`config.mk`:
```
export PLATFORM = sky130hd
export DESIGN_NAME = sha256_job_arbiter
export DESIGN_NICKNAME = d
export VERILOG_FILES = /design/src/rtl/sha256_arb_pkg.sv /design/src/rtl/sha256_rr_pick.sv /design/src/rtl/sha256_job_arbiter.sv
export SDC_FILE = /design/constraint.sdc
export NUM_CORES = 1
export LEC_CHECK = 0
export CELL_PAD_IN_SITES_DETAIL_PLACEMENT = 1
export CELL_PAD_IN_SITES_GLOBAL_PLACEMENT = 1
export CORE_ASPECT_RATIO = 1.5
export CORE_MARGIN = 3
export CORE_UTILIZATION = 25
export DETAILED_ROUTE_END_ITERATION = 16
export GPL_TIMING_DRIVEN = 0
export HOLD_SLACK_MARGIN = 0.15
export MAX_ROUTING_LAYER = met4
export PLACE_DENSITY = 0.89
export SLEW_MARGIN = 20
export SYNTH_ARGS = -nofsm -noshare
export SYNTH_HDL_FRONTEND = slang
export SYNTH_SLANG_ARGS = --single-unit
export TNS_END_PERCENT = 100
```
`constraint.sdc`:
```
create_clock -name clk -period 2.1 [get_ports clk]
set_clock_uncertainty 0.2 [all_clocks]
set_input_delay 0.21 -clock clk [delete_from_list [all_inputs] [get_ports clk]]
set_output_delay 0.21 -clock clk [all_outputs]
set_load 0.01 [all_outputs]
```
`src/rtl/sha256_arb_pkg.sv`:
```
// sha256_arb_pkg
//   Shared types and constants for the SHA-256 job arbiter.
//   - arb_state_t : arbiter FSM state encoding (3 bits)
//   - ADDR_W      : width of a message/output address
//   - CNT_W       : width of the watchdog counter (SHA_ARB_TIMEOUT_EN builds)
package sha256_arb_pkg;

    localparam int ADDR_W = 16;
    localparam int CNT_W  = 16;

    typedef enum logic [2:0] {
        IDLE      = 3'd0,
        ISSUE     = 3'd1,
        WAIT_LOW  = 3'd2,
        WAIT_HIGH = 3'd3,
        RESP      = 3'd4
    } arb_state_t;

endpackage

```
`src/rtl/sha256_rr_pick.sv`:
```
// sha256_rr_pick
//   Combinational round-robin picker. Searches req starting one above
//   last_grant, wrapping, and reports the first requester found.
//   Ports:
//     req        in  NUM_REQ  request vector
//     last_grant in  ID_W     index granted most recently
//     valid      out 1        at least one request present
//     winner     out ID_W     chosen requester (0 when !valid)
module sha256_rr_pick #(
    parameter int NUM_REQ = 4,
    parameter int ID_W    = $clog2(NUM_REQ)
) (
    input  logic [NUM_REQ-1:0] req,
    input  logic [ID_W-1:0]    last_grant,
    output logic               valid,
    output logic [ID_W-1:0]    winner
);

    int              idx;
    logic [ID_W-1:0] sel;

    // Walk offsets from farthest to nearest so the last hit, which is the
    // closest requester after last_grant, is the one that sticks.
    always_comb begin
        valid  = 1'b0;
        winner = '0;
        idx    = 0;
        sel    = '0;
        for (int off = NUM_REQ; off >= 1; off--) begin
            idx = (int'(last_grant) + off) % NUM_REQ;
            sel = ID_W'(idx);
            if (req[sel]) begin
                valid  = 1'b1;
                winner = sel;
            end
        end
    end

endmodule

```
`src/rtl/sha256_job_arbiter.sv`:
```
// sha256_job_arbiter
//   Shares one SHA-256 core between NUM_REQ requesters. Picks a job
//   round-robin, pulses core_start with the winner's addresses, follows the
//   core's done level low then high, and returns a one-cycle ack.
//   Optional: define SHA_ARB_TIMEOUT_EN to add a watchdog (TIMEOUT_CYC)
//   that force-completes a stuck job and sets the sticky err output.
//   Ports:
//     clk, reset               clock, synchronous active-high reset
//     req                      per-requester job request (level)
//     req_message_addr         packed NUM_REQ x 16, slice k = requester k
//     req_output_addr          packed NUM_REQ x 16, slice k = requester k
//     ack                      one-hot completion pulse
//     grant_id                 index of the job in service
//     busy                     high whenever not IDLE
//     job_count                completed jobs, wrapping
//     core_start               start pulse to the core
//     core_message_addr        message address to the core
//     core_output_addr         output address to the core
//     core_done                core done level (high while core idle)
//     err                      watchdog fired (SHA_ARB_TIMEOUT_EN only)
module sha256_job_arbiter
    import sha256_arb_pkg::*;
#(
    parameter int NUM_REQ = 4,
    parameter int ID_W    = $clog2(NUM_REQ)
`ifdef SHA_ARB_TIMEOUT_EN
    ,
    parameter int TIMEOUT_CYC = 1024
`endif
) (
    input  logic                      clk,
    input  logic                      reset,
    input  logic [NUM_REQ-1:0]        req,
    input  logic [NUM_REQ*ADDR_W-1:0] req_message_addr,
    input  logic [NUM_REQ*ADDR_W-1:0] req_output_addr,
    output logic [NUM_REQ-1:0]        ack,
    output logic [ID_W-1:0]           grant_id,
    output logic                      busy,
    output logic [15:0]               job_count,
    output logic                      core_start,
    output logic [ADDR_W-1:0]         core_message_addr,
    output logic [ADDR_W-1:0]         core_output_addr,
    input  logic                      core_done
`ifdef SHA_ARB_TIMEOUT_EN
    ,
    output logic                      err
`endif
);

    arb_state_t      state;
    logic [ID_W-1:0] last_grant;
    logic            pick_valid;
    logic [ID_W-1:0] pick_id;

`ifdef SHA_ARB_TIMEOUT_EN
    logic [CNT_W-1:0] wd_cnt;
    logic             wd_hit;
    assign wd_hit = (wd_cnt == CNT_W'(TIMEOUT_CYC - 1));
`endif

    sha256_rr_pick #(
        .NUM_REQ (NUM_REQ),
        .ID_W    (ID_W)
    ) u_pick (
        .req        (req),
        .last_grant (last_grant),
        .valid      (pick_valid),
        .winner     (pick_id)
    );

    always_ff @(posedge clk) begin
        if (reset) begin
            state             <= IDLE;
            ack               <= '0;
            core_start        <= 1'b0;
            core_message_addr <= '0;
            core_output_addr  <= '0;
            grant_id          <= '0;
            last_grant        <= ID_W'(NUM_REQ - 1);
            busy              <= 1'b0;
            job_count         <= '0;
`ifdef SHA_ARB_TIMEOUT_EN
            wd_cnt            <= '0;
            err               <= 1'b0;
`endif
        end else begin
            ack        <= '0;
            core_start <= 1'b0;
            case (state)
                IDLE: begin
                    // A core still busy from before a reset must finish first.
                    if (pick_valid && core_done) begin
                        grant_id          <= pick_id;
                        last_grant        <= pick_id;
                        core_message_addr <= req_message_addr[pick_id*ADDR_W +: ADDR_W];
                        core_output_addr  <= req_output_addr[pick_id*ADDR_W +: ADDR_W];
                        core_start        <= 1'b1;
                        busy              <= 1'b1;
                        state             <= ISSUE;
                    end
                end
                ISSUE: begin
                    state <= WAIT_LOW;
`ifdef SHA_ARB_TIMEOUT_EN
                    wd_cnt <= '0;
`endif
                end
                WAIT_LOW: begin
                    // done is still high while the core latches start; wait
                    // for it to drop before looking for completion.
`ifdef SHA_ARB_TIMEOUT_EN
                    wd_cnt <= wd_cnt + 1'b1;
`endif
                    if (!core_done) begin
                        state <= WAIT_HIGH;
`ifdef SHA_ARB_TIMEOUT_EN
                    end else if (wd_hit) begin
                        state          <= RESP;
                        ack[grant_id]  <= 1'b1;
                        job_count      <= job_count + 16'd1;
                        err            <= 1'b1;
`endif
                    end
                end
                WAIT_HIGH: begin
`ifdef SHA_ARB_TIMEOUT_EN
                    wd_cnt <= wd_cnt + 1'b1;
`endif
                    // ack/job_count are set on entry to RESP so they are
                    // visible during the RESP cycle itself.
                    if (core_done) begin
                        state         <= RESP;
                        ack[grant_id] <= 1'b1;
                        job_count     <= job_count + 16'd1;
`ifdef SHA_ARB_TIMEOUT_EN
                    end else if (wd_hit) begin
                        state         <= RESP;
                        ack[grant_id] <= 1'b1;
                        job_count     <= job_count + 16'd1;
                        err           <= 1'b1;
`endif
                    end
                end
                RESP: begin
                    state <= IDLE;
                    busy  <= 1'b0;
                end
                default: begin
                    state <= IDLE;
                    busy  <= 1'b0;
                end
            endcase
        end
    end

endmodule
```
---- Word-level counts from Yosys, hierarchy flattened ----
Index checks and enable logic that the tools add are counted.
operators by class
  equality and inequality tests ........... 6
  muxes and demuxes ....................... 25
  magnitude comparators ................... 6
  bitwise logic cells ..................... 4
  shift operators ......................... 2
  add/sub/neg operators ................... 5
  reductions and logical operators ........ 10
operators by type and width
  operator                                                           count
  indexed part select 64 x 7 -> 16 bit                               2
  adder 16 x 1 -> 16 bit, second input constant                      1
  less-than comparator 2 x 3 -> 1 bit, second input constant         5
  one-hot mux 3 bit (4 select lines)                                 1
  two-way mux 1 bit                                                  11
  two-way mux 3 bit                                                  3
  binary-select mux 1 bit (select 2 bit)                             4
  two-way mux 2 bit                                                  4
  equality test 3 x 2 -> 1 bit, second input constant                2
  != test 2 bit, second input constant                               3
  AND reduction 2 bit                                                3
  OR reduction 3 bit                                                 2
  adder 2 x 1 -> 2 bit, second input constant                        2
  adder 2 bit, second input constant                                 2
  inverter 1 bit                                                     4
  equality test 3 x 1 -> 1 bit, second input constant                1
  zero test 3 bit                                                    1
  AND reduction 3 bit                                                1
  demux 1 bit (select 2 bit)                                         1
  greater-or-equal comparator 2 x 1 -> 1 bit, second input constant  1
  logical AND 1 bit                                                  2
  one-hot mux 1 bit (2 select lines)                                 1
  OR reduction 2 bit                                                 1
word-level totals
  flip-flop bits (word level) ............. 61
  input bits .............................. 135

---- Logic depth before layout (Yosys ltp) ----
Gate-level depths: netlist of the first run.
  word-level depth ........................ 10
  gate-level depth with buffers ........... 7

---- By module ----
A second synthesis of the first run with hierarchy kept.
unflattened totals
  cells, all modules ...................... 318
  area total of the unflattened synthesis .. 3047.9 um2
modules (own cells, without submodules)
  module              cells an instance  sequential area each (um2)  instances  area an instance (um2)
  sha256_job_arbiter  304                1221.2                      1          2956.6
  sha256_rr_pick      14                 0.0                         1          91.3

---- Worst setup path after synthesis of the first run ----
OpenSTA, ideal clock, no wires.
  path type ............................... reg-to-reg
  from .................................... register last_grant[1]
  to ...................................... register core_message_addr[0]
  stages on the path, launching flop included .. 8
  data arrival time ....................... 1.517 ns
  path buffers ............................ 2
  setup slack ............................. 0.261 ns
  path through ............................ dfxtp_1 > mux2i_1 > a2bb2oi_2 > o21ai_2 > and2_4 > buf_6 > buf_6 > a221o_1
on the way
  cells in the longest elaborated chain, start to end .. 9
  elaborated cells on any way between the ends .. 23
ends and longest elaborated chain
  element                                                                       RTL line                  source
  start: declaration                                                            sha256_job_arbiter.sv:51  logic [ID_W-1:0] last_grant;
  start signal: assignment                                                      sha256_job_arbiter.sv:79  last_grant <= ID_W'(NUM_REQ - 1);
  start signal: assignment                                                      sha256_job_arbiter.sv:94  last_grant <= pick_id;
  parallel branches: the longest is 9 deep, another holds adder 2 x 1 -> 2 bit  n/a
  end signal: assignment                                                        sha256_job_arbiter.sv:95  core_message_addr <= req_message_addr[pick_id*ADDR_W +: ADDR_W];
  end: declaration                                                              sha256_job_arbiter.sv:41  output logic [ADDR_W-1:0] core_message_addr,
Several ways; the timed one is not identified. The select of a mux whose other input is x is not followed.
A chain may end at the register's enable or synchronous reset.

---- Final worst setup path of the first run ----
  from .................................... register last_grant[1]
  to ...................................... register core_output_addr[14]
on the way
  cells in the longest elaborated chain, start to end .. 9
  elaborated cells on any way between the ends .. 23
ends and longest elaborated chain
  element                                                                       RTL line                  source
  parallel branches: the longest is 9 deep, another holds adder 2 x 1 -> 2 bit  n/a
  end signal: assignment                                                        sha256_job_arbiter.sv:96  core_output_addr <= req_output_addr[pick_id*ADDR_W +: ADDR_W];
  end: declaration                                                              sha256_job_arbiter.sv:42  output logic [ADDR_W-1:0] core_output_addr,
Several ways; the timed one is not identified. The select of a mux whose other input is x is not followed.

==> impl_results.md, run 1 <==
- Placer congestion estimate: 0.792
- Max_slew headroom: 0.598
- Tot Pwr: 0.00406 W
- Antenna diodes: 0
- Total wire length: around 14000 um
- Hold Path Class: input port to flip-flop
- Max clock buf depth: 2
- PwrDens: about 720 nW/um^2
- Worst-path clk slew: about 0.060 ns
- Syn_area_per_cell: about 7.6 um^2
- P_leak: around 2.3 nW
- Seq/Total Area, Yosys: 0.387
- Per-cell routed wire length: 18.1 um
- Slew of the pin with the lowest slew margin: 0.603 ns
- Netlist cell types: 40
- Die X: around 100 um
- Post-cts hold buffer count: 0
- Mapped Area: ~3200 um^2
- Largest net degree at the start of global routing: 11
- Synth Flop Type: dfxtp_1
- Num CTS Buffers: 9
- FMAX: 0.483 GHz
- WP data arrival: 2.07 ns
- Post-Place Cells: 757
- First-pass GRT wire length: approximately 21000 um
- Register bit total from synthesis: between 60 and 70
- First-pass iteration count of the detailed router: 4
- Max Slew Vio Count: 0
- Initial antenna violation count: 0
- Synth Warn #: 0
- Core area: ~12000 um^2
- Number of enable flip-flop cells after synthesis: 0
- Critical Path Source Type: flip-flop
- Critical Path RT: between 2 and 2.5 ns
- Global route overflow: 0
- Area after DPL: 5240 um^2
- RSZ-0062 raised after global routing: true
- Async S/R FF share, synth: 0
- Cells after synthesis: approximately 420
- Top cells by count, synth: nand2_1 (170), dfxtp_1 (61), a21oi_1 (36), a221o_1 (32), nor2_1 (28)
- Die area: 14000 um^2
- Mapped Nets: ~550
- Residual DRC: 0
- Site row count: between 40 and 50
- Yosys top cell by area: dfxtp_1
- Count leader, synth: nand2_1
- Drt initial violations: 103
- Share of layout cells above drive strength 1: 0.0870
- Starting Density: 0.260
- Crit end category: flip-flop
- Minimum clock period: 2.07 ns
- Vias: between 3000 and 4000
- Top-area cell type share of the netlist area: 0.387
- Count of input and output buffers: ~190
- Final non-filler cell total: ~770
- Area growth from synthesis to layout: 78.5%
- # setup viols final: 0
- Final Hold Violating Endpoints: 0
- Vias in the first global route: ~4200
- Crit Path Class: flip-flop to flip-flop
- Die height: around 140 um
- Clock Latency Late Sink: 0.33 ns
- # clock sinks: 61
- I/O pin count: 191
- Clock root buffer master: clkbuf_16
- TritonCTS clock tree: built
- Detailed Place HPWL: roughly 11000 um
- Synth area leaders: dfxtp_1 (39%), nand2_1 (20%), a221o_1 (10%)
- Status: finished clean
- Routed Antenna Nets: 0
- Final Cell Area: 5630 um^2
- CP max FO: 10
- GRT Total Usage: 0.199
- Max_cap viols: 0
- Via/cell ratio: around 4.9
- Htree depth: 3
- # nets final: 753
- Period utilization: 0.985
- Max VDD drop: roughly 0.43 mV
[where the power goes]
group | leakage [nW] | internal (W) | switching [W]
logic | 1.69 | 0.000568 | 0.000498
clock network | 0.162 | 0.00115 | 0.000541
registers | 0.497 | 0.00125 | 0.0000594
[registers in the layout, indices dropped and copies added (netlist names)]
register           flops
core_start             1
ack                    4
grant_id               2
state                  3
core_output_addr      16
busy                   1
last_grant             2
job_count             16
core_message_addr     16
[critical path, cell delays in order (launching register included)]
cell and delay, ns:
dfxtp_2 0.39, mux2i_1 0.28, a2bb2oi_2 0.27, o21ai_2 0.10
and2_4 0.15, buf_6 0.13, buf_6 0.14, a221o_1 0.29
[logic make-up after synthesis]
group | share of synthesized area
xor gates and xnor gates | 0.0417
and+or+nand+nor | 0.317
AOI/OAI and AO/OA | 0.193
adders and majority gates | 0.00397
buffers and inverters | 0.0540
DFF | 0.387
muxes | 0.00317
[path summary, 6_finish.rpt]
kind / endpoint / cells after the start / from / slack, ns
setup / recovery: core_output_addr[14] / 7 / last_grant[1] / 0.03
hold reg to reg: busy / 2 / busy / 0.28
hold / removal: state[2] / 2 / reset / 0.24
setup reg to reg: core_output_addr[14] / 7 / last_grant[1] / 0.03
[stage by stage]
stage          hold slack [ns]  utilization  TNS, ns  worst slack, ns
6_report                 0.241        0.464        0           0.0313
5_1_grt                  0.314        0.464    -1.65          -0.0794
4_1_cts                  0.211        0.460        0          0.00475
3_5_place_dp             0.275        0.431   -15.37           -0.453
3_3_place_gp             0.269        0.431   -13.74           -0.444
2_1_floorplan            0.231            -        0            0.261
[timing repair]
item                       in CTS  in global routing
buffers inserted                1                  1
pin swaps                       1                  2
resized for setup               7                 11
setup endpoints to repair      30                 40
[routing by layer]
metal  wire length, um  GRT usage  vias to the layer above
li1                  -          -                     1820
met3               583     0.0408                       25
met4               403     0.0708                        0
met5                 0          -                        -
met1              5400      0.212                     1832
met2              7610      0.363                      140
[layout make-up]
| class | count | area, um^2 |
|---|---|---|
| fill | 1469 | 6510 |
| buffer | 26 | 175 |
| inverter | 2 | 7.51 |
| clock inverter | 5 | 100 |
| clock buffer | 10 | 229 |
| tap | 153 | 191 |
| timing repair buffer | 191 | 1910 |
| sequential | 61 | 1220 |
| multi-input combinational | 326 | 1790 |
[layout by cell type, fill, tap and decap left out, types with 4 or more instances in the layout]
| cell | synthesis | layout |
|---|---|---|
| buf_2 | 10 | 8 |
| buf_6 | 7 | 7 |
| clkdlybuf4s50_1 | 0 | 186 |
| and4_1 | 4 | 4 |
| nor3_1 | 5 | 4 |
| xnor2_1 | 6 | 6 |
| clkbuf_1 | 9 | 4 |
| nor2_1 | 28 | 27 |
| dfxtp_1 | 61 | 60 |
| a221o_1 | 32 | 32 |
| clkbuf_2 | 0 | 6 |
| a21oi_1 | 36 | 36 |
| clkbuf_16 | 0 | 9 |
| and3_1 | 4 | 4 |
| xor2_1 | 9 | 9 |
| nand2_1 | 170 | 170 |
No activity file was read; power rests on OpenSTA's default activity.
==> inputs of run 2 (changes only) <==
--- a/config.mk
+++ b/config.mk
@@ -7,16 +7,17 @@
 export LEC_CHECK = 0
 export CELL_PAD_IN_SITES_DETAIL_PLACEMENT = 1
 export CELL_PAD_IN_SITES_GLOBAL_PLACEMENT = 1
-export CORE_ASPECT_RATIO = 1.5
+export CORE_ASPECT_RATIO = 0.8
 export CORE_MARGIN = 3
-export CORE_UTILIZATION = 25
+export CORE_UTILIZATION = 26
 export DETAILED_ROUTE_END_ITERATION = 16
 export GPL_TIMING_DRIVEN = 0
 export HOLD_SLACK_MARGIN = 0.15
 export MAX_ROUTING_LAYER = met4
-export PLACE_DENSITY = 0.89
+export PLACE_DENSITY = 0.9
 export SLEW_MARGIN = 20
 export SYNTH_ARGS = -nofsm -noshare
 export SYNTH_HDL_FRONTEND = slang
+export SYNTH_HIERARCHICAL = 1
 export SYNTH_SLANG_ARGS = --single-unit
 export TNS_END_PERCENT = 100
==> impl_results.md, run 2 <==
- Status: finished with violations
- Failing checks: setup timing
- Max_cap viols: 0 (unchanged)
- HP Start: core_done
- Top-area cell type share of the netlist area: 0.401 (+0.0134)
- Critical Path RT: 2.07 ns (-0.04 ns)
- Residual DRC: 0 (unchanged)
- Vias in the first global route: 3638 (-12%)
- Site row count: 34 (-31%)
- Core area: 11100 um^2 (-8.2%)
- TritonCTS clock tree: built
- Period utilization: 1.01 (+0.0228)
- WP data arrival: 2.09 ns (+0.02 ns)
- Synth area leaders: dfxtp_1 (40%), mux4_2 (24%), nand2_1 (9.7%)
- Register area: 1250 um^2 (+1.9%)
- Die area: 13100 um^2 (-6.8%)
- CP max stage delay: 0.51 ns (+0.12 ns)
- Largest registers: core_message_addr x16, core_output_addr x16, job_count x16
- Area after DPL: 5140 um^2 (-1.9%)
- FMAX: 0.472 GHz (-2.3%)
- Max clock buf depth: 2 (unchanged)
- Clock Latency Late Sink: 0.32 ns (about the same)
- Synth Flop Type: dfxtp_1
- Crit end category: flip-flop
- Top cells by count, synth: nand2_1 (79), dfxtp_1 (61), a21oi_1 (43), mux4_2 (32), nor2_1 (20)
- Most frequent cells in the layout: clkdlybuf4s50_1 (186), nand2_1 (78), dfxtp_1 (51)
- Initial antenna violation count: 0 (unchanged)
- Starting Density: 0.273 (+0.0137)
- Global Route met1 Usage: 0.214 (+0.00133)
- Reg2reg start: last_grant[1]
- Per-cell routed wire length: 19.5 um (+7.8%)
- # nets final: 665 (-12%)
- M2 GR Usage: 0.372 (+0.00874)
- Global route overflow: 0 (unchanged)
- Post-route setup slack: -0.0166 ns (-0.0480 ns)
- Vias: 3342 (-12%)
- Total wire length: 13200 um (-5.7%)
- Die X: 127 um (+30%)
- Via/cell ratio: 4.94 (+0.10%)
- Yosys top cell by area: dfxtp_1
- PwrDens: 682 nW/um^2 (-5.5%)
- GRT Max-Usage Layer: met2
- Hold Path Class: input port to flip-flop
- Final Cell Area: 5670 um^2 (+0.69%)
- Worst-path clk slew: 0.06 ns (about the same)
- Mapped Nets: 454 (-18%)
- Minimum clock period: 2.12 ns (+0.0480 ns)
- Register bit total from synthesis: 61 (unchanged)
- Max_slew headroom: 0.569 (-0.0283)
- GRT Total Usage: 0.200 (+0.00100)
- Number of enable flip-flop cells after synthesis: 0 (unchanged)
- Max VDD drop: 0.421 mV (-1.8%)
- CP max FO: 10 (unchanged)
- CP max stage cell: mux4_2
- Num CTS Buffers: 9 (unchanged)
- I/O pin count: 191 (unchanged)
- Routed Antenna Nets: 0 (unchanged)
- First-pass GRT wire length: 19500 um (-9.2%)
- Netlist cell types: 34 (-15%)
- Async S/R FF share, synth: 0 (unchanged)
- Critical Path Source Type: flip-flop
- Mapped Area: 3050 um^2 (-3.3%)
- Clock root buffer master: clkbuf_16
- Fillers: 1230 (-16%)
- Max Slew Vio Count: 0 (unchanged)
- Die height: 103 um (-28%)
- Synth Warn #: 6 (+6)
- Slew of the pin with the lowest slew margin: 0.646 ns (+0.0425 ns)
- Count leader, synth: nand2_1
- Share of layout cells above drive strength 1: 0.174 (+0.0875)
- Largest net degree at the start of global routing: 11 (unchanged)
- Sum Neg Setup Slack: -0.0938 ns (-0.0938 ns)
- Syn_area_per_cell: 9.58 um^2 (+26%)
- Crit Path Class: flip-flop to flip-flop
- Count of input and output buffers: 190 (+0.53%)
- Met3 usage: 0.0487 (+0.00788)
- Drt initial violations: 120 (+17%)
- Worst Hold Slack: 0.217 ns (-0.0245 ns)
- Antenna diodes: 0 (unchanged)
- Detailed Place HPWL: 10500 um (-3.2%)
- Crit-path cells: nand2b_4 -> a21oi_2 -> o221ai_2 -> buf_8 -> buf_12 -> mux4_2 -> nand2_1 -> a21oi_1
- Cells after synthesis: 318 (-23%)
- Most common cell after layout, fill and taps aside: clkdlybuf4s50_1
- Worst setup path startpoint: last_grant[1]
- # clock sinks: 61 (unchanged)
- Area of the multi-input gates: 1750 um^2 (-2.4%)
- Seq/Total Area, Yosys: 0.401 (+0.0134)
- Final Hold Violating Endpoints: 0 (unchanged)
- # setup viols final: 8 (+8)
- Htree depth: 3 (unchanged)
- Placer congestion estimate: 0.822 (+3.9%)
- Area growth from synthesis to layout: 86.0%
- RSZ-0062 raised after global routing: true
- First-pass iteration count of the detailed router: 5 (+1)
- P_leak: 2.03 nW (-13%)
run 2: cell types whose count changed after synthesis, sizes merged, moves of 4 or more:
cell	previous run	this run
buf	17	5
and4	4	0
nand2	170	79
a221o	32	0
nor3	6	1
mux4	0	32
clkbuf	9	18
nor2	28	20
a21oi	37	44
xor2	9	3
run 2: worst max-delay path: cells and delay by family, from the launching register on:
kind	cells	cell delay [ns]
flops	1	0.38
compound gates	3	0.31
simple gates	2	0.23
mux	1	0.51
buf+inv	2	0.34
run 2: area by class of cell:
cell class / count / area share
clock inverter: 4 / 0.00839
tap: 144 / 0.0318
clock buffer: 11 / 0.0446
buffer: 21 / 0.0294
inverter: 4 / 0.00265
multi-input combinational: 230 / 0.308
sequential: 61 / 0.220
timing repair buffer: 202 / 0.355
run 2: final timing paths:
path / to / slack (ns) / cells after the start
worst min register to register: core_output_addr[5] / 0.26 / 2
worst min-delay path: state[0] / 0.22 / 3
worst max-delay path: core_output_addr[15] / -0.02 / 8
worst max register to register: core_output_addr[15] / -0.02 / 8
run 2: power by group:
part,switching [W],internal (W),leakage (nW)
registers,0.0000541,0.00123,0.503
logic,0.000418,0.000665,1.38
clock network,0.000523,0.000972,0.147
total,0.000994,0.00287,2.03
run 2: what timing repair did:
item,CTS,global route
cloned,1,0
setup endpoints to repair,40,40
resized for setup,38,22
buffers inserted,7,3
endpoints found under the hold margin,1,0
pin swaps,6,6
hold buffers,1,0
run 2: cells by family after synthesis:
| logic type | count (synthesis) | synth area share |
|---|---|---|
| and+or+nand+nor | 131 | 0.192 |
| DFF | 61 | 0.401 |
| AOI/OAI and AO/OA | 54 | 0.0973 |
| muxes | 33 | 0.240 |
| buffers and inverters | 27 | 0.0349 |
| xor gates and xnor gates | 11 | 0.0316 |
| adders and majority gates | 1 | 0.00410 |
run 2: metrics by stage:
stage | setup WS [ns] | utilization | power, W | std cells
final | -0.0166 | 0.509 | 0.00387 | 677
after CTS | -0.0375 | 0.504 | 0.00391 | 674
after floorplan | -0.00742 | - | 0.00179 | 318
after global routing | -0.117 | 0.509 | 0.00404 | 677
after detailed placement | -0.772 | 0.461 | 0.00233 | 652
after global placement | -0.652 | 0.461 | 0.00228 | 652
run 2: per-layer routing:
| metal | share of wire | wire, um | up-vias |
|---|---|---|---|
| met5 | 0 | 0 | - |
| met4 | 0.014 | 180 | 0 |
| met3 | 0.055 | 726 | 14 |
| met2 | 0.55 | 7200 | 125 |
| met1 | 0.39 | 5100 | 1639 |
| li1 | - | - | 1564 |
